**src/rtl/flash_req_arbiter_pkg.sv**
```systemverilog
// Shared flash-access definitions: op codes, legal row regions and arbiter FSM states.
package flash_pkg;

    localparam int ROW_W = 14;

    typedef enum logic [1:0] {
        OP_ERASE       = 2'd0,
        OP_WRITE       = 2'd1,
        OP_READ        = 2'd2,
        OP_ERASE_WRITE = 2'd3
    } op_e;

    localparam logic [2:0] REG_A = 3'd1;
    localparam logic [2:0] REG_B = 3'd2;
    localparam logic [2:0] REG_C = 3'd3;

    typedef enum logic [3:0] {
        IDLE,
        GRANT,
        CHECK,
        ISSUE_ERA,
        WAIT_ERA,
        ISSUE_WR,
        WAIT_WR,
        ISSUE_RD,
        WAIT_RD,
        DONE,
        ERR
    } state_e;

    // Region lives in the top three row bits; everything outside A..C is off-limits.
    function automatic logic row_region_ok(input logic [ROW_W-1:0] r);
        logic [2:0] region;
        region = r[ROW_W-1:ROW_W-3];
        return (region == REG_A) || (region == REG_B) || (region == REG_C);
    endfunction

endpackage

```
**src/rtl/flash_req_arbiter_if.sv**
```systemverilog
// Requester handshake plus command/completion link to the flash control sequencer.
interface flash_req_arbiter_if #(
    parameter int NUM_REQ = 3
);
    logic [NUM_REQ-1:0]    req_valid;
    logic [2*NUM_REQ-1:0]  req_op;
    logic [14*NUM_REQ-1:0] req_row;
    logic [NUM_REQ-1:0]    req_ack;
    logic [NUM_REQ-1:0]    req_done;
    logic [NUM_REQ-1:0]    req_err;

    logic                  era;
    logic                  wr_flash;
    logic                  rd_flash;
    logic [13:0]           row;
    logic                  ctrl_busy;
    logic                  toe_done;
    logic                  move_done;

    logic                  arb_busy;
    logic [1:0]            owner;

    modport slave (
        input  req_valid, req_op, req_row, ctrl_busy, toe_done, move_done,
        output req_ack, req_done, req_err, era, wr_flash, rd_flash, row, arb_busy, owner
    );

    modport master (
        output req_valid, req_op, req_row, ctrl_busy, toe_done, move_done,
        input  req_ack, req_done, req_err, era, wr_flash, rd_flash, row, arb_busy, owner
    );

endinterface

```
**src/rtl/flash_req_arbiter_rr_arbiter.sv**
```systemverilog
// Combinational round-robin pick: search starts at ptr and wraps; one-hot grant plus index.
module rr_arbiter #(
    parameter int NUM_REQ = 3
) (
    input  logic [NUM_REQ-1:0] req,
    input  logic [1:0]         ptr,
    output logic [NUM_REQ-1:0] gnt,
    output logic [1:0]         idx,
    output logic               any
);

    always_comb begin
        gnt = '0;
        idx = 2'd0;
        any = 1'b0;
        for (int i = 0; i < NUM_REQ; i++) begin
            if (!any && req[(int'(ptr) + i) % NUM_REQ]) begin
                any = 1'b1;
                gnt[(int'(ptr) + i) % NUM_REQ] = 1'b1;
                idx = 2'((int'(ptr) + i) % NUM_REQ);
            end
        end
    end

endmodule

```
**src/rtl/flash_req_arbiter.sv**
```systemverilog
// Round-robin sharing of the flash control sequencer; ack 1 cycle after request, command 4 cycles
// after request once ctrl_busy is low. FLASH_ARB_TIMEOUT_EN adds a wait-state watchdog.
module flash_req_arbiter
    import flash_pkg::*;
#(
    parameter int          NUM_REQ        = 3,
    parameter int          TO_W           = 28,
    parameter int unsigned TIMEOUT_CYCLES = 28'h8000000
) (
    input  logic              clk,
    input  logic              rst_n,
    flash_req_arbiter_if.slave bus
);

    state_e               state_q, state_d;
    op_e                  op_q, op_d;
    logic [13:0]          row_q, row_d;
    logic [1:0]           owner_q, owner_d;
    logic [NUM_REQ-1:0]   owner_oh_q, owner_oh_d;
    logic [1:0]           rr_ptr_q, rr_ptr_d;
    logic [NUM_REQ-1:0]   ack_q, ack_d;
    logic [NUM_REQ-1:0]   done_q, done_d;
    logic [NUM_REQ-1:0]   err_q, err_d;
    logic                 era_q, era_d;
    logic                 wr_q, wr_d;
    logic                 rd_q, rd_d;
    logic                 busy_q, busy_d;

    logic [NUM_REQ-1:0]   gnt_oh;
    logic [1:0]           gnt_idx;
    logic                 gnt_any;
    logic                 cmd_issue;
    logic                 in_wait;
    logic                 to_hit;

    rr_arbiter #(.NUM_REQ(NUM_REQ)) u_rr (
        .req (bus.req_valid),
        .ptr (rr_ptr_q),
        .gnt (gnt_oh),
        .idx (gnt_idx),
        .any (gnt_any)
    );

    assign cmd_issue = era_d | wr_d | rd_d;
    assign in_wait   = (state_q == WAIT_ERA) || (state_q == WAIT_WR) || (state_q == WAIT_RD);

`ifdef FLASH_ARB_TIMEOUT_EN
    logic [TO_W-1:0] to_cnt_q;

    always_ff @(posedge clk or negedge rst_n) begin
        if (!rst_n) begin
            to_cnt_q <= '0;
        end else if (cmd_issue) begin
            to_cnt_q <= '0;
        end else if (in_wait) begin
            to_cnt_q <= to_cnt_q + 1'b1;
        end
    end

    // Fire on the cycle whose increment would reach the limit so req_err lands exactly then.
    assign to_hit = in_wait && (to_cnt_q == TO_W'(TIMEOUT_CYCLES - 1));
`else
    assign to_hit = 1'b0;
`endif

    always_comb begin
        state_d    = state_q;
        op_d       = op_q;
        row_d      = row_q;
        owner_d    = owner_q;
        owner_oh_d = owner_oh_q;
        rr_ptr_d   = rr_ptr_q;
        ack_d      = '0;
        done_d     = '0;
        err_d      = '0;
        era_d      = 1'b0;
        wr_d       = 1'b0;
        rd_d       = 1'b0;
        busy_d     = busy_q;

        case (state_q)
            IDLE: begin
                if (gnt_any) begin
                    state_d    = GRANT;
                    op_d       = op_e'(bus.req_op[2*int'(gnt_idx) +: 2]);
                    row_d      = bus.req_row[14*int'(gnt_idx) +: 14];
                    owner_d    = gnt_idx;
                    owner_oh_d = gnt_oh;
                    ack_d      = gnt_oh;
                    busy_d     = 1'b1;
                    rr_ptr_d   = (gnt_idx == 2'(NUM_REQ - 1)) ? 2'd0 : gnt_idx + 2'd1;
                end
            end
            GRANT: state_d = CHECK;
            CHECK: begin
                if (!row_region_ok(row_q)) begin
                    state_d = ERR;
                end else begin
                    case (op_q)
                        OP_WRITE: state_d = ISSUE_WR;
                        OP_READ:  state_d = ISSUE_RD;
                        default:  state_d = ISSUE_ERA;
                    endcase
                end
            end
            ISSUE_ERA: begin
                if (!bus.ctrl_busy) begin
                    era_d   = 1'b1;
                    state_d = WAIT_ERA;
                end
            end
            ISSUE_WR: begin
                if (!bus.ctrl_busy) begin
                    wr_d    = 1'b1;
                    state_d = WAIT_WR;
                end
            end
            ISSUE_RD: begin
                if (!bus.ctrl_busy) begin
                    rd_d    = 1'b1;
                    state_d = WAIT_RD;
                end
            end
            WAIT_ERA: begin
                if (bus.toe_done) begin
                    if (op_q == OP_ERASE_WRITE) begin
                        state_d = ISSUE_WR;
                    end else begin
                        done_d  = owner_oh_q;
                        busy_d  = 1'b0;
                        state_d = DONE;
                    end
                end else if (to_hit) begin
                    err_d   = owner_oh_q;
                    busy_d  = 1'b0;
                    state_d = ERR;
                end
            end
            WAIT_WR: begin
                if (bus.toe_done) begin
                    done_d  = owner_oh_q;
                    busy_d  = 1'b0;
                    state_d = DONE;
                end else if (to_hit) begin
                    err_d   = owner_oh_q;
                    busy_d  = 1'b0;
                    state_d = ERR;
                end
            end
            WAIT_RD: begin
                if (bus.move_done) begin
                    done_d  = owner_oh_q;
                    busy_d  = 1'b0;
                    state_d = DONE;
                end else if (to_hit) begin
                    err_d   = owner_oh_q;
                    busy_d  = 1'b0;
                    state_d = ERR;
                end
            end
            DONE: state_d = IDLE;
            ERR: begin
                // A timeout already raised req_err on entry; a bad region raises it here.
                if (err_q == '0) begin
                    err_d  = owner_oh_q;
                    busy_d = 1'b0;
                end
                state_d = IDLE;
            end
            default: state_d = IDLE;
        endcase
    end

    always_ff @(posedge clk or negedge rst_n) begin
        if (!rst_n) begin
            state_q    <= IDLE;
            op_q       <= OP_ERASE;
            row_q      <= '0;
            owner_q    <= '0;
            owner_oh_q <= '0;
            rr_ptr_q   <= '0;
            ack_q      <= '0;
            done_q     <= '0;
            err_q      <= '0;
            era_q      <= 1'b0;
            wr_q       <= 1'b0;
            rd_q       <= 1'b0;
            busy_q     <= 1'b0;
        end else begin
            state_q    <= state_d;
            op_q       <= op_d;
            row_q      <= row_d;
            owner_q    <= owner_d;
            owner_oh_q <= owner_oh_d;
            rr_ptr_q   <= rr_ptr_d;
            ack_q      <= ack_d;
            done_q     <= done_d;
            err_q      <= err_d;
            era_q      <= era_d;
            wr_q       <= wr_d;
            rd_q       <= rd_d;
            busy_q     <= busy_d;
        end
    end

    assign bus.req_ack  = ack_q;
    assign bus.req_done = done_q;
    assign bus.req_err  = err_q;
    assign bus.era      = era_q;
    assign bus.wr_flash = wr_q;
    assign bus.rd_flash = rd_q;
    assign bus.row      = row_q;
    assign bus.owner    = owner_q;
    assign bus.arb_busy = busy_q;

endmodule

```
**src/flat_wrapper.sv**
```systemverilog
// flat-port wrapper written by rule: the top's interface ports become plain ports
module flash_req_arbiter_flat import flash_pkg::*;
#(
    parameter int          NUM_REQ        = 3,
    parameter int          TO_W           = 28,
    parameter int unsigned TIMEOUT_CYCLES = 28'h8000000
)
  (clk, rst_n, bus_req_valid, bus_req_op, bus_req_row, bus_ctrl_busy, bus_toe_done, bus_move_done, bus_req_ack, bus_req_done, bus_req_err, bus_era, bus_wr_flash, bus_rd_flash, bus_row, bus_arb_busy, bus_owner);
  flash_req_arbiter_if #(.NUM_REQ(NUM_REQ)) bus_i ();
  input  logic clk;
  input  logic rst_n;
  input wire logic [$bits(bus_i.req_valid)-1:0] bus_req_valid;
  input wire logic [$bits(bus_i.req_op)-1:0] bus_req_op;
  input wire logic [$bits(bus_i.req_row)-1:0] bus_req_row;
  input wire logic [$bits(bus_i.ctrl_busy)-1:0] bus_ctrl_busy;
  input wire logic [$bits(bus_i.toe_done)-1:0] bus_toe_done;
  input wire logic [$bits(bus_i.move_done)-1:0] bus_move_done;
  output wire logic [$bits(bus_i.req_ack)-1:0] bus_req_ack;
  output wire logic [$bits(bus_i.req_done)-1:0] bus_req_done;
  output wire logic [$bits(bus_i.req_err)-1:0] bus_req_err;
  output wire logic [$bits(bus_i.era)-1:0] bus_era;
  output wire logic [$bits(bus_i.wr_flash)-1:0] bus_wr_flash;
  output wire logic [$bits(bus_i.rd_flash)-1:0] bus_rd_flash;
  output wire logic [$bits(bus_i.row)-1:0] bus_row;
  output wire logic [$bits(bus_i.arb_busy)-1:0] bus_arb_busy;
  output wire logic [$bits(bus_i.owner)-1:0] bus_owner;
  assign bus_i.req_valid = bus_req_valid;
  assign bus_i.req_op = bus_req_op;
  assign bus_i.req_row = bus_req_row;
  assign bus_i.ctrl_busy = bus_ctrl_busy;
  assign bus_i.toe_done = bus_toe_done;
  assign bus_i.move_done = bus_move_done;
  assign bus_req_ack = bus_i.req_ack;
  assign bus_req_done = bus_i.req_done;
  assign bus_req_err = bus_i.req_err;
  assign bus_era = bus_i.era;
  assign bus_wr_flash = bus_i.wr_flash;
  assign bus_rd_flash = bus_i.rd_flash;
  assign bus_row = bus_i.row;
  assign bus_arb_busy = bus_i.arb_busy;
  assign bus_owner = bus_i.owner;
  flash_req_arbiter #(.NUM_REQ(NUM_REQ), .TO_W(TO_W), .TIMEOUT_CYCLES(TIMEOUT_CYCLES)) u_core (.clk(clk), .rst_n(rst_n), .bus(bus_i));
endmodule
```
**config.mk**
```make
export PLATFORM = sky130hd
export DESIGN_NAME = flash_req_arbiter_flat
export DESIGN_NICKNAME = d
export VERILOG_FILES = /design/src/rtl/flash_req_arbiter_pkg.sv /design/src/rtl/flash_req_arbiter_if.sv /design/src/rtl/flash_req_arbiter_rr_arbiter.sv /design/src/rtl/flash_req_arbiter.sv /design/src/flat_wrapper.sv
export SDC_FILE = /design/constraint.sdc
export NUM_CORES = 1
export LEC_CHECK = 0
export ABC_AREA = 1
export ABC_CLOCK_PERIOD_IN_PS = 2700
export CAP_MARGIN = 25
export CORE_ASPECT_RATIO = 0.9
export CORE_MARGIN = 2
export CORE_UTILIZATION = 35
export CTS_CLUSTER_DIAMETER = 120
export DETAILED_ROUTE_END_ITERATION = 10
export GPL_ROUTABILITY_DRIVEN = 0
export SKIP_LAST_GASP = 1
export SYNTH_ARGS = -nofsm -noshare
export SYNTH_HDL_FRONTEND = slang
export SYNTH_SLANG_ARGS = --single-unit
```
**constraint.sdc**
```tcl
create_clock -name clk -period 2.7 [get_ports clk]
set_input_delay 0.81 -clock clk [delete_from_list [all_inputs] [get_ports clk]]
set_output_delay 0.81 -clock clk [all_outputs]
set_load 0.01 [all_outputs]
```
==> reports/metrics.yaml, run 1 <==
run_status:
  outcome: "complete, no violations"
detailed_routing:
  dr.pass1.iters: 4
  dr_total_vias: 2577
  final_antenna_net_count: 0
  routedWlPerCell_um: 12.4
  drt_iter0_markers: 121
  drcViolationCount: 0
  vias_per_cell: 4.72
  routed_wl_um: 6780
placement:
  post_dp_cell_area_um2: 3560
  detailed_place_hpwl_um: 5240
  portBuffers: 84
  dp_cells: 538
sta:
  fmax_mhz: 435
  clock-skew-final_ns: 0.00729
  max_slew.worst_pin.slew_ns: 0.580
  rsz0062_at_grt: "no"
  tns_ns: 0
  drv_slew: 0
  period_needed_ns: 2.30
  relSlewSlack_pct: 61.3
  setup_viol_count_final: 0
  hold_viol: 0
  timing.final.crit_share_pct: 85.2
setup_path:
  worstPathBufferInverterCount: 3
  cp_slowest_cell: "clkdlybuf4s50_1"
  worstSetupPathType: "in2reg"
  timing.critical_path.required_ns: 2.89
  critPathMaxStageDelay_ns: 0.52
  crit_path_frequent_cell: "nand2_1"
  cp-end-kind: "register"
  cp_max_fo: 11
  crit_family: "buffers and inverters"
  startpoint_type: "input port"
  worstPathArrival_ns: 2.49
  crit_chain: "clkdlybuf4s50_1, inv_1, o21ai_0, nand2_2, nand4_4, buf_4, nand3_1, nand3_1, nand2_1, nand2_1, nand2_1"
layout:
  fin_util_pct: 51.0
  final_net_count: 514
  syn2layout_area_growth_pct: 38.9
  layout_commonest_cell: "nand2_1"
  fill_cells: 737
  stdcell_count: 546
  final_cell_mix: "nand2_1, clkdlybuf4s50_1, inv_1"
  final_area_um2: 3650
  antenna_cells: 0
  drive_gt1_share_pct: 11.5
clock_tree:
  path_clk_slew_ns: 0.08
  cts.repair.resized: 0
  cts-root-buf: "clkbuf_8"
  clk_path_buf_depth: 2
  cts-hold-fix-buffers: 0
  cts_tree: "done"
  cts_made_buffers: 5
  cts_setup_buffers: 0
  numClockSinks: 40
  insertion_delay_ns: 0.30
  cts_max_level: 2
global_route:
  grt_max_degree: 26
  grt_busiest_layer: "met2"
  met2_usage_pct: 30.1
  grt_pass1_wl_um: 11500
  grt_pass1_vias: 2552
  gr-total-overflow: 0
  antenna_found_initial: 0
  use_met1_pct: 21.9
  grt_util_met3_pct: 3.69
  grt_usage_pct: 17.5
floorplan:
  dieHeight_um: 86.2
  core_area_um2: 7150
  die_w_um: 95.3
  initial_core_util_pct: 36.7
  die-area_um2: 8210
  num_rows: 29
  ioPinCount: 85
synth:
  synth.avg_cell_area_um2: 7.25
  syn_nets: 424
  yosys_warnings: 0
  yosysSeqAreaShare_pct: 38.1
  synth-seq-cells: 40
  synth_edf_count: 0
  synth-async-reset-ratio_pct: 100
  synth_ff_type: "dfrtp_1"
  mappedNetlistArea_um2: 2630
  netlist_instances: 362
  ys_types: 34
power_and_ir_drop:
  pwr-share-comb_pct: 69.0
  p_sw_uw: 2200
  power_density_nw_per_um2: 1220
  clkPwrFrac_pct: 9.1
  p_seq_share_pct: 21.9
  power.leakage_uw: 0.00186
  peakVddDrop_mv: 0.444
  p_sw_share_pct: 49.6
  p_int_uw: 2240
run:
  drv_cap: 0
worst_hold_path:
  hp-class: "reg2reg"
## synth_stat cells (2+ instances only)
| library cell | n | area share, % |
|---|---|---|
| a21oi_1 | 2 | 0.38 |
| buf_2 | 2 | 0.38 |
| buf_4 | 2 | 0.57 |
| buf_6 | 4 | 1.7 |
| dfrtp_1 | 40 | 38 |
| ha_1 | 6 | 2.9 |
| inv_1 | 56 | 8.0 |
| inv_2 | 5 | 0.72 |
| nand2_1 | 111 | 16 |
| nand2_2 | 8 | 1.9 |
| nand2_4 | 3 | 1.3 |
| nand3_1 | 54 | 10 |
| nand3_2 | 12 | 4.6 |
| nor2_1 | 17 | 2.4 |
| nor3_1 | 6 | 1.1 |
| o21ai_0 | 12 | 2.3 |
| o21ai_1 | 5 | 0.95 |
## area by class of cell
type | instances | area (um2) | area share, %
timing repair buffer | 93 | 916 | 25.1
multi-input combinational | 249 | 1280 | 35.1
clock inverter | 3 | 18.8 | 0.515
clock buffer | 5 | 68.8 | 1.89
inverter | 63 | 246 | 6.76
tap | 93 | 116 | 3.19
sequential | 40 | 1000 | 27.4
## kinds of logic (layout without fill, tap and decap cells)
| logic type | Yosys count | after routing | share of synthesized area, % |
|---|---|---|---|
| adders and majority gates | 6 | 6 | 2.86 |
| DFF | 40 | 40 | 38.1 |
| and+or+nand+nor | 216 | 216 | 40.0 |
| buffers and inverters | 73 | 164 | 13.1 |
| AOI/OAI and AO/OA | 27 | 27 | 5.86 |
## path summary, 6_finish.rpt
kind	start	cells past startpoint	to	slack [ns]
min	u_core.bus.owner[0]	2	u_core.bus.owner[0]	0.48
min reg2reg	u_core.bus.owner[0]	2	u_core.bus.owner[0]	0.48
max	bus_req_valid[1]	11	u_core.bus.row[11]	0.40
max in group asynchronous	rst_n	2	u_core.op_q[1]	1.64
min in group asynchronous	rst_n	1	u_core.state_q[3]	0.50
max reg2reg	u_core.rr_ptr_q[0]	15	u_core.bus.row[11]	0.50
## metrics by stage
| stage | hold slack, ns | total power, uW | setup slack (ns) |
|---|---|---|---|
| after global placement | 0.463 | 4030 | 0.112 |
| after floorplan | 0.472 | 3260 | 0.776 |
| after global routing | 0.506 | 4910 | 0.188 |
| after CTS | 0.486 | 4470 | 0.420 |
| after detailed placement | 0.464 | 4060 | 0.101 |
| final | 0.484 | 4440 | 0.401 |
## flip-flops by register name (all words and copies together), names as in the netlist
name,flops
u_core.bus.era,1
u_core.owner_oh_q,3
u_core.op_q,2
u_core.bus.req_ack,3
u_core.bus.wr_flash,1
u_core.bus.req_done,3
u_core.bus.rd_flash,1
u_core.bus.owner,2
u_core.bus.req_err,3
u_core.bus.arb_busy,1
u_core.rr_ptr_q,2
u_core.bus.row,14
u_core.state_q,4
## power groups by stage
stage	Combinational [uW]	Sequential, uW	Clock, uW
after floorplan	2230	1030	0
after global placement	3050	982	0
after detailed placement	3070	983	0
after CTS	3080	974	416
after global routing	3460	1000	449
final	3060	971	406
## layer usage
layer,vias to the layer above,share of wire [%]
met3,9,6.6
li1,1320,-
met5,-,0
met2,87,48
met4,0,1.6
met1,1161,44
## tightest hold or removal path: cells and delay by family, from the launching register on
family,cells,cell delay (ns)
flops,1,0.35
simple gates,2,0.10
(Power assumes the default switching activity.)
==> run 2, diff against run 1 <==
--- a/config.mk
+++ b/config.mk
@@ -17,4 +17,5 @@
 export SKIP_LAST_GASP = 1
 export SYNTH_ARGS = -nofsm -noshare
 export SYNTH_HDL_FRONTEND = slang
+export SYNTH_HIERARCHICAL = 1
 export SYNTH_SLANG_ARGS = --single-unit
==> reports/metrics.yaml, run 2 <==
run_status:
  outcome: "complete, no violations"  # unchanged
layout:
  syn2layout_area_growth_pct: 46.6  # was 38.9%
  largest_reg_flops: 14  # unchanged
  final_net_count: 464  # was 514
  drive_gt1_share_pct: 10.9  # was 11.5%
  final_cell_mix: "clkdlybuf4s50_1, nand2_1, nand3_1"  # was nand2_1, clkdlybuf4s50_1, inv_1
  layout_commonest_cell: "clkdlybuf4s50_1"  # was nand2_1
  antenna_cells: 0  # unchanged
  fill_cells: 614  # was 737
floorplan:
  dieHeight_um: 82.5  # was 86.2 um
  initial_core_util_pct: 36.2  # was 36.7%
  die_w_um: 91.2  # was 95.3 um
  ioPinCount: 85  # unchanged
  die-area_um2: 7530  # was 8210 um2
  num_rows: 28  # was 29
  core_area_um2: 6620  # was 7150 um2
clock_tree:
  cts_made_buffers: 5  # unchanged
  cts_setup_buffers: 0  # unchanged
  clk_path_buf_depth: 2  # unchanged
  path_clk_slew_ns: 0.08  # about the same
  cts_max_level: 2  # unchanged
  numClockSinks: 40  # unchanged
  cts_tree: "done"  # unchanged
  insertion_delay_ns: 0.29  # was 0.30 ns
  cts.repair.resized: 0  # unchanged
  cts-hold-fix-buffers: 0  # unchanged
  cts-root-buf: "clkbuf_8"  # unchanged
synth:
  mappedNetlistArea_um2: 2400  # was 2630 um2
  synth_ff_type: "dfrtp_1"  # unchanged
  netlist_instances: 310  # was 362
  synth-seq-cells: 40  # unchanged
  yosys.area_share.xor_xnor_pct: 0  # unchanged
  synth_edf_count: 0  # unchanged
  synth_fa_ha_area_share_pct: 3.13  # was 2.86%
  synthSimpleGateAreaFrac_pct: 33.9  # was 40.0%
  yosys.area.top_type: "dfrtp_1"  # unchanged
  synth-async-reset-ratio_pct: 100  # unchanged
  syn_nets: 372  # was 424
  synth_top_cell_area_share_pct: 41.8  # was 38.1%
  synth.avg_cell_area_um2: 7.73  # was 7.25 um2
  synth_compound_area_share_pct: 11.6  # was 5.86%
  synth_top_family_by_area: "simple AND/OR/NAND/NOR gates"  # unchanged
  synth_commonest_cells: "nand2_1, nand3_1, dfrtp_1, inv_1, nor2_1"  # was nand2_1, inv_1, nand3_1, dfrtp_1, nor2_1
  ys_types: 33  # was 34
  synth.top_cells.by_area: "dfrtp_1, nand2_1, nand3_1, inv_1, o21a_1"  # was dfrtp_1, nand2_1, nand3_1, inv_1, nand3_2
  yosysSeqAreaShare_pct: 41.8  # was 38.1%
  synth_mux_area_share_pct: 0  # unchanged
  yosysMostFrequentCell: "nand2_1"  # unchanged
  yosys_warnings: 6  # was 0
setup_path:
  critPathMaxStageDelay_ns: 0.51  # was 0.52 ns
  crit_path_frequent_cell: "nand2_1"  # unchanged
  r2r-start: "u_core/rr_ptr_q[0]"  # was u_core.rr_ptr_q[0]
  cp-end-kind: "register"  # unchanged
  startpoint_type: "input port"  # unchanged
  worstPathArrival_ns: 2.67  # was 2.49 ns
  crit_chain: "clkdlybuf4s50_1, inv_2, o21ai_2, nand2_4, inv_2, nand2_1, nand2_1, inv_2, nand2_1, clkinv_1, buf_12, nand2_1, a21oi_1, a21oi_1, o21ai_1"  # was clkdlybuf4s50_1, inv_1, o21ai_0, nand2_2, nand4_4, buf_4, nand3_1, nand3_1, nand2_1, nand2_1, nand2_1
  cp_slowest_cell: "clkdlybuf4s50_1"  # unchanged
  cp_max_fo: 18  # was 11
  timing.critical_path.required_ns: 2.87  # was 2.89 ns
  crit_path_start: "bus_req_valid[2]"  # was bus_req_valid[1]
  worstSetupPathType: "in2reg"  # unchanged
power_and_ir_drop:
  p_sw_uw: 1880  # was 2200 uW
  finalPower_uw: 4220  # was 4440 uW
  p_seq_share_pct: 23.5  # was 21.9%
  power.leakage_uw: 0.00164  # was 0.00186 uW
  clkPwrFrac_pct: 11.7  # was 9.1%
  peakVddDrop_mv: 0.450  # was 0.444 mV
  power_density_nw_per_um2: 1200  # was 1220 nW/um2
  p_int_uw: 2330  # was 2240 uW
  pwr-share-comb_pct: 64.9  # was 69.0%
  p_sw_share_pct: 44.7  # was 49.6%
detailed_routing:
  vias_per_cell: 4.69  # was 4.72
  drcViolationCount: 0  # unchanged
  dr.pass1.iters: 4  # unchanged
  routedWlPerCell_um: 12.2  # was 12.4 um
  dr_total_vias: 2313  # was 2,577
  final_antenna_net_count: 0  # unchanged
  routed_wl_um: 6040  # was 6780 um
  drt_iter0_markers: 111  # was 121
sta:
  setup_viol_count_final: 0  # unchanged
  clock-skew-final_ns: 0.00800  # was 0.00729 ns
  timing.final.crit_share_pct: 92.5  # was 85.2%
  drv_slew: 0  # unchanged
  fin_ws_ns: 0.202  # was 0.401 ns
  rsz0062_at_grt: "no"  # unchanged
  hold_viol: 0  # unchanged
  relSlewSlack_pct: 68.8  # was 61.3%
  fmax_mhz: 400  # was 435 MHz
  period_needed_ns: 2.50  # was 2.30 ns
  max_slew.worst_pin.slew_ns: 0.469  # was 0.580 ns
global_route:
  grt_max_degree: 26  # unchanged
  gr-total-overflow: 0  # unchanged
  grt_usage_pct: 17.1  # was 17.5%
  grt_pass1_wl_um: 10200  # was 11,500 um
  grt_pass1_vias: 2280  # was 2,552
  antenna_found_initial: 0  # unchanged
placement:
  detailed_place_hpwl_um: 4790  # was 5240 um
  portBuffers: 84  # unchanged
  post-place-ws_ns: -0.0946  # was 0.101 ns
run:
  drv_cap: 0  # unchanged
worst_hold_path:
  hp-class: "in2async"  # was reg2reg
run 2: cell count changes after synthesis, sizes merged, moves of 3 or more:
cell   before  now
nand3      66   46
inv        63   37
a21oi       2    9
o21a        1   11
nand4       2   12
and2        0    3
nand2     123   83
nor2       17   22
run 2: final cells by class:
type / count / area (um2) / share of cell area [%]
Clock buffer: 5 / 68.8 / 1.96
Clock inverter: 3 / 42.5 / 1.21
Inverter: 39 / 146 / 4.17
Multi-Input combinational cell: 220 / 1170 / 33.2
Sequential cell: 40 / 1000 / 28.5
Tap cell: 90 / 113 / 3.21
Timing Repair Buffer: 96 / 976 / 27.8
run 2: through the flow:
| stage | util (%) | hold WS [ns] | std cells | instance area, um2 | TNS (ns) |
|---|---|---|---|---|---|
| finish | 53.1 | 0.461 | 493 | 3510 | 0 |
| global route | 53.1 | 0.502 | 493 | 3510 | 0 |
| CTS | 53.1 | 0.475 | 493 | 3510 | 0 |
| detailed placement | 51.4 | 0.467 | 485 | 3400 | -0.837 |
| global placement | 51.4 | 0.469 | 485 | 3400 | -0.0382 |
| floorplan | - | 0.458 | 310 | 2400 | 0 |
run 2: worst paths after layout:
kind / to / slack, ns / cells after the start
max reg2reg: u_core/bus.row[11] / 0.29 / 16
min: u_core/bus.row[9] / 0.46 / 1
max in group asynchronous: u_core/bus.row[13] / 1.59 / 2
max: u_core/bus.row[11] / 0.20 / 15
min reg2reg: u_core/bus.req_done[1] / 0.48 / 1
min in group clk: u_core/bus.req_done[1] / 0.48 / 1
run 2: per-layer routing:
| metal | track usage [%] | routed length, um | up-vias |
|---|---|---|---|
| met3 | 7.80 | 597 | 4 |
| met1 | 21.3 | 2770 | 1029 |
| met4 | 3.64 | 35 | 0 |
| met5 | 0 | 0 | - |
| met2 | 27.7 | 2630 | 86 |
| li1 | - | - | 1194 |
run 2: critical path: cells and delay by family:
family	cells	cell delay, ns
buffers and inverters	6	1.00
and+or+nand+nor	5	0.43
AOI/OAI and AO/OA	4	0.41
run 2: cells by family after synthesis:
family | after synthesis
adder cells (fa/ha/maj) | 6
AND/OR/NAND/NOR | 172
flip-flops | 40
buffers and inverters | 50
AO/OA/AOI/OAI | 42
run 2: power by group through the flow:
| stage | clock network (uW) | registers, uW | logic, uW |
|---|---|---|---|
| after floorplan | 0 | 1030 | 1740 |
| after global placement | 0 | 997 | 2720 |
| after detailed placement | 0 | 1000 | 2740 |
| after CTS | 500 | 993 | 2750 |
| after global routing | 532 | 1020 | 3090 |
| final | 492 | 990 | 2740 |
==> variant 1, RTL diff (config.mk and constraints of run 2) <==
Build with the macro `FLASH_ARB_TIMEOUT_EN` defined.
--- a/src/rtl/flash_req_arbiter.sv
+++ b/src/rtl/flash_req_arbiter.sv
@@ -1,4 +1,6 @@
 // Round-robin sharing of the flash control sequencer; ack 1 cycle after request, command 4 cycles
 // after request once ctrl_busy is low. FLASH_ARB_TIMEOUT_EN adds a wait-state watchdog.
+`define FLASH_ARB_TIMEOUT_EN
+
 module flash_req_arbiter
     import flash_pkg::*;
Function: same outputs for any inputs over 4 cycles, from zero or initial values and one cycle with rst_n low; that may be too few to reach the edited logic, so the function may still have changed.
==> variant 1 against run 2 <==
Routed wire length is 69% higher; utilization is 4.8 points lower; power up 34%; cell area is 56% higher; sequential cell count is 28 higher; area after synthesis up 69%; maximum frequency is 2.3% lower; setup slack lost 60 ps; critical path type unchanged.
==> variant 1: results (changes against run 2) <==
The flow ran to the end, and the final reports show no timing, DRC or antenna violations. The total routed wirelength came out at 10.2 mm (+69%). By count the netlist is led by sky130_fd_sc_hd__nand2_1, sky130_fd_sc_hd__dfrtp_1, sky130_fd_sc_hd__inv_1, sky130_fd_sc_hd__nand3_1, sky130_fd_sc_hd__nor2_1. The power dissipated by switching net loads is 2340 µW (+24%). The clock-pin slew on the worst setup and hold paths was 50 ps (-30 ps). The flip-flop count of the largest register, all copies and words added is 28 (+14). The maximum fanout along the worst path came out at 10 (-8). The net count after synthesis came to 617 (+66%).

The maximum resistive drop on vdd is 454 µV (+0.75%). The HPWL reported at the end of detailed placement is 7.90 mm (+65%). The number of H-tree branching levels is 3 (+1). The layout filler cell count is 1,113 (+81%).

The total via count after detailed routing came out at 3,924 (+70%). The fraction of final layout cells with drive strength greater than 1 came out at 11.4% (+0.48 points). The latest clock arrival within the worst-skew pair came to 330 ps (+40 ps). The post-detailed-placement cell area came out at 0.00514 mm² (+51%). The detailed router's first-iteration violation count is 221 (+99%). The first-pass GRT wire length is 17.2 mm (+68%).

The static leakage came out at 0.00251 µW (+53%). The critical path data arrival time came out at 2780 ps (+110 ps). The clock skew after layout came out at 6.26 ps (-1.74 ps). The pin count of the biggest net entering global routing came out at 45 (+73%). After synthesis, the cell types taking the most area are sky130_fd_sc_hd__dfrtp_1, sky130_fd_sc_hd__nand2_1, sky130_fd_sc_hd__nand3_1. The transition at the pin with the smallest max-transition slack came to 578 ps (+109 ps). The net count reported at finish came out at 716 (+54%). The register-to-register setup slack was 230 ps (-60 ps). The total iterations of the first detailed-routing run came out at 5 (+1).

The via count of the first global-routing pass came out at 3,673 (+61%). The worst slack on hold paths is 482 ps (+20.3 ps). The total clock buffers created by CTS came out at 9 (+4). Counting flops per register, the top entry is u_core/to_cnt_q.
[variant 1: changes by cell type after synthesis, moves of 9 or more]
cell,change
sky130_fd_sc_hd__nor2_1,+34
sky130_fd_sc_hd__o21ai_0,+17
sky130_fd_sc_hd__nor3_1,+11
sky130_fd_sc_hd__nand3_1,+9
sky130_fd_sc_hd__nand2_1,+78
sky130_fd_sc_hd__a21oi_1,+15
sky130_fd_sc_hd__dfrtp_1,+28
sky130_fd_sc_hd__inv_1,+28
[variant 1: area by class of cell]
class                      instances  area (µm²)  area share, %
clock inverter                     3        43.8          0.800
tap                              156         195           3.56
multi-input combinational        404        2020           36.9
timing repair buffer              99         973           17.8
inverter                          71         270           4.93
clock buffer                      13         270           4.93
sequential                        68        1700           31.1
[variant 1: repair_timing]
item	in CTS	in global routing
buffers inserted	0	2
endpoints found under the setup margin	0	11
resized for setup	0	2
[variant 1: per-layer routing]
metal / track usage [%] / routed length (µm) / vias to the layer above / part of all wire (%)
li1: - / - / 1999 / -
met1: 23.3 / 4870 / 1761 / 48
met2: 25.2 / 4350 / 153 / 43
met3: 5.85 / 890 / 11 / 8.7
met4: 5.68 / 102 / 0 / 1.0
met5: 0 / 0 / - / 0
[variant 1: cells by family (layout without fill, tap and decap cells)]
group	count (synthesis)	after routing	synth area share [%]
AOI/OAI and AO/OA	72	72	10.4
buffers and inverters	82	186	8.04
and+or+nand+nor	325	325	37.3
adders and majority gates	7	7	2.16
DFF	68	68	42.1
[variant 1: path summary, 6_finish.rpt]
| path | from | depth (start not counted) | end |
|---|---|---|---|
| setup / recovery | bus_req_valid[2] | 13 | u_core/bus.row[0] |
| hold / removal | rst_n | 1 | u_core/bus.rd_flash |
| setup reg to reg | u_core/rr_ptr_q[0] | 17 | u_core/bus.row[0] |
| hold reg to reg | u_core/to_cnt_q[4] | 1 | u_core/to_cnt_q[4] |
| max in group asynchronous | rst_n | 2 | u_core/op_q[1] |
| min in group clk | u_core/to_cnt_q[4] | 1 | u_core/to_cnt_q[4] |
[variant 1: per-stage QoR]
stage	utilization, %	cells	setup WS (ps)	setup TNS, ps
after floorplan	-	554	408	0
after global placement	45.3	796	-118	-1380
final	48.3	814	142	0
after global routing	48.3	814	34.0	0
after CTS	48.1	812	193	0
after detailed placement	45.3	796	-159	-1880
[variant 1: power by group through the flow]
stage / registers [µW] / clock network (µW) / logic, µW
floorplan: 1610 / 0 / 1810
global placement: 1600 / 0 / 2780
detailed placement: 1600 / 0 / 2820
CTS: 1590 / 1250 / 2830
global route: 1630 / 1300 / 3230
finish: 1590 / 1210 / 2870
==> variant 2, RTL diff (settings of run 2) <==
Without the edit above. The 11 states of `state_e` get a one-hot encoding in 11 bits.
--- a/src/rtl/flash_req_arbiter_pkg.sv
+++ b/src/rtl/flash_req_arbiter_pkg.sv
@@ -15,16 +15,16 @@
     localparam logic [2:0] REG_C = 3'd3;
 
-    typedef enum logic [3:0] {
-        IDLE,
-        GRANT,
-        CHECK,
-        ISSUE_ERA,
-        WAIT_ERA,
-        ISSUE_WR,
-        WAIT_WR,
-        ISSUE_RD,
-        WAIT_RD,
-        DONE,
-        ERR
+    typedef enum logic [10:0] {
+        IDLE      = 11'b00000000001,
+        GRANT     = 11'b00000000010,
+        CHECK     = 11'b00000000100,
+        ISSUE_ERA = 11'b00000001000,
+        WAIT_ERA  = 11'b00000010000,
+        ISSUE_WR  = 11'b00000100000,
+        WAIT_WR   = 11'b00001000000,
+        ISSUE_RD  = 11'b00010000000,
+        WAIT_RD   = 11'b00100000000,
+        DONE      = 11'b01000000000,
+        ERR       = 11'b10000000000
     } state_e;
 
Behaviour: same outputs for any inputs over 4 cycles, from zero or initial values and one cycle with rst_n low; so few cycles prove little.
==> variant 2 against run 2 <==
Area after synthesis grew 19%; hold slack lost 120 ps; routed wire length grew 17%; power grew 7.4%; critical endpoint is now u_core/bus.row[13]; count of clock-buffer cells in the layout is the same; maximum frequency shrank 1.2%; setup slack lost 31 ps; cell area grew 15%; clock skew shrank 2.9 ps; sequential cell count grew 7; largest power group unchanged.
==> variant 2: results (changes against run 2) <==
The register-to-register setup slack is 270 ps (-20 ps). The total placed cells including tap cells was 557 (+15%). The via density per instance was 4.73 (+0.91%). The switching share of total power is 45.4% (+0.76 points).

The number of distinct library cells after synthesis is 30 (-9.1%). The post-detailed-placement cell area came to 0.00393 mm² (+16%). The non-clock buffer total of the final layout is 103 (+7.3%). The clock sink count is 47 (+18%). The maximum resistive drop on vdd is 590 µV (+31%).

The detailed route wirelength on metal3 is 563 µm (-5.7%). The worst relative slew slack came out at 77.0% (+8.2 points). The post-synthesis cell count came out at 361 (+16%). The number of antenna violations at the first check in global routing came out at 0 (unchanged). The number of standard cells in the final layout excluding fillers came out at 565 (+15%). The maximum cell stage delay along the critical path is 490 ps (-20 ps).

The clock skew after layout came out at 5.08 ps (-2.92 ps). The sum of met2 wire segment lengths after detailed routing is 3.27 mm (+24%). In the synthesized netlist, the cells that appear most often are sky130_fd_sc_hd__nand2_1, sky130_fd_sc_hd__dfrtp_1, sky130_fd_sc_hd__inv_1, sky130_fd_sc_hd__nand3_1, sky130_fd_sc_hd__nor2_1.

The layout filler cell count is 797 (+30%). The first-pass GRT wire length is 11.9 mm (+17%). The met1 routed wirelength after detailed routing is 3.18 mm (+15%). The maximum fanout along the worst path is 6 (-12).

The net count reported at finish is 528 (+14%). The fraction of met2 tracks used by global routing came to 28.4% (+0.74 points). The static leakage came out at 0.00192 µW (+17%). Tracing the worst setup path back leads to its startpoint at bus_req_valid[2].

The net count after synthesis is 424 (+14%). The proportion of synthesized chip area in sequential cells is 41.2% (-0.52 points). The global-route track usage on met3 is 5.11% (-2.7 points). The average wire per cell in the routed design was 12.5 µm (+1.9%). The via count of the first global-routing pass is 2,618 (+15%). The detailed router's first-iteration violation count came out at 90 (-19%). The number of ordinary inverters in the final layout came out at 51 (+31%).

The fraction of final layout cells with drive strength greater than 1 is 18.2% (+7.3 points). The peak clock frequency supported by timing is 395 MHz (-1.2%). From synthesis to final layout, the design area changed by 41.4%. The multi-input gate share of the layout cell area came out at 36.0% (+2.8 points). The most critical setup path has its endpoint at u_core/bus.row[13].

The portion of the layout cell area used by non-clock buffers was 24.9% (-2.9 points). The worst slack on hold paths came out at 341 ps (-121 ps). The all-layer global routing usage came out at 16.8% (-0.34 points). The number of standard-cell rows in the floorplan came out at 31 (+11%). The number of synthesized flops with an enable pin came out at 0 (unchanged). The fraction of area in clock buffers and inverters came out at 2.20% (-0.97 points). The startpoint of the worst register-to-register path is u_core/rr_ptr_q[0]. The met1 track demand over resource came to 21.8% (+0.43 points). The total clock buffers created by CTS came to 5 (unchanged). The latest clock arrival within the worst-skew pair came out at 300 ps.

The HPWL reported at the end of detailed placement is 5.70 mm (+19%). The multi-input combinational gate total came out at 257 (+17%). The pin count of the biggest net entering global routing came out at 29 (+12%). The worst slack at placement is -153 ps (-58.8 ps).

The area taken by flip-flops and latches is 0.00118 mm² (+18%). Yosys attributes the largest share of cell area to sky130_fd_sc_hd__dfrtp_1, sky130_fd_sc_hd__nand2_1, sky130_fd_sc_hd__inv_1. In this run the clock root is driven by a sky130_fd_sc_hd__clkbuf_8.

The run finished with clean final reports.
variant 2: changes by cell type in the layout (fill, tap and decap cells not counted), moves of 8 or more:
cell,delta
sky130_fd_sc_hd__a21oi_1,+8
sky130_fd_sc_hd__o21ai_1,+10
sky130_fd_sc_hd__o21a_1,-11
sky130_fd_sc_hd__nand4_1,-9
sky130_fd_sc_hd__nand2_1,+16
sky130_fd_sc_hd__nand3_1,-18
sky130_fd_sc_hd__buf_4,+9
sky130_fd_sc_hd__a22o_1,+12
variant 2: what timing repair did:
action	CTS	global route
hold buffers	0	0
gates resized for setup	0	5
setup endpoints to repair	0	12
variant 2: power groups by stage:
stage	logic, µW	clock network (µW)	registers [µW]
finish	3050	420	1060
global route	3440	463	1090
CTS	3040	438	1060
detailed placement	3040	0	1070
global placement	3000	0	1070
floorplan	1920	0	1100
variant 2: logic make-up after synthesis:
logic type      after synthesis  share of synthesized area, %
fa+ha+maj                     7                          3.07
simple gates                185                          32.3
buf+inv                      57                          8.41
flops                        47                          41.2
compound gates               65                          15.0
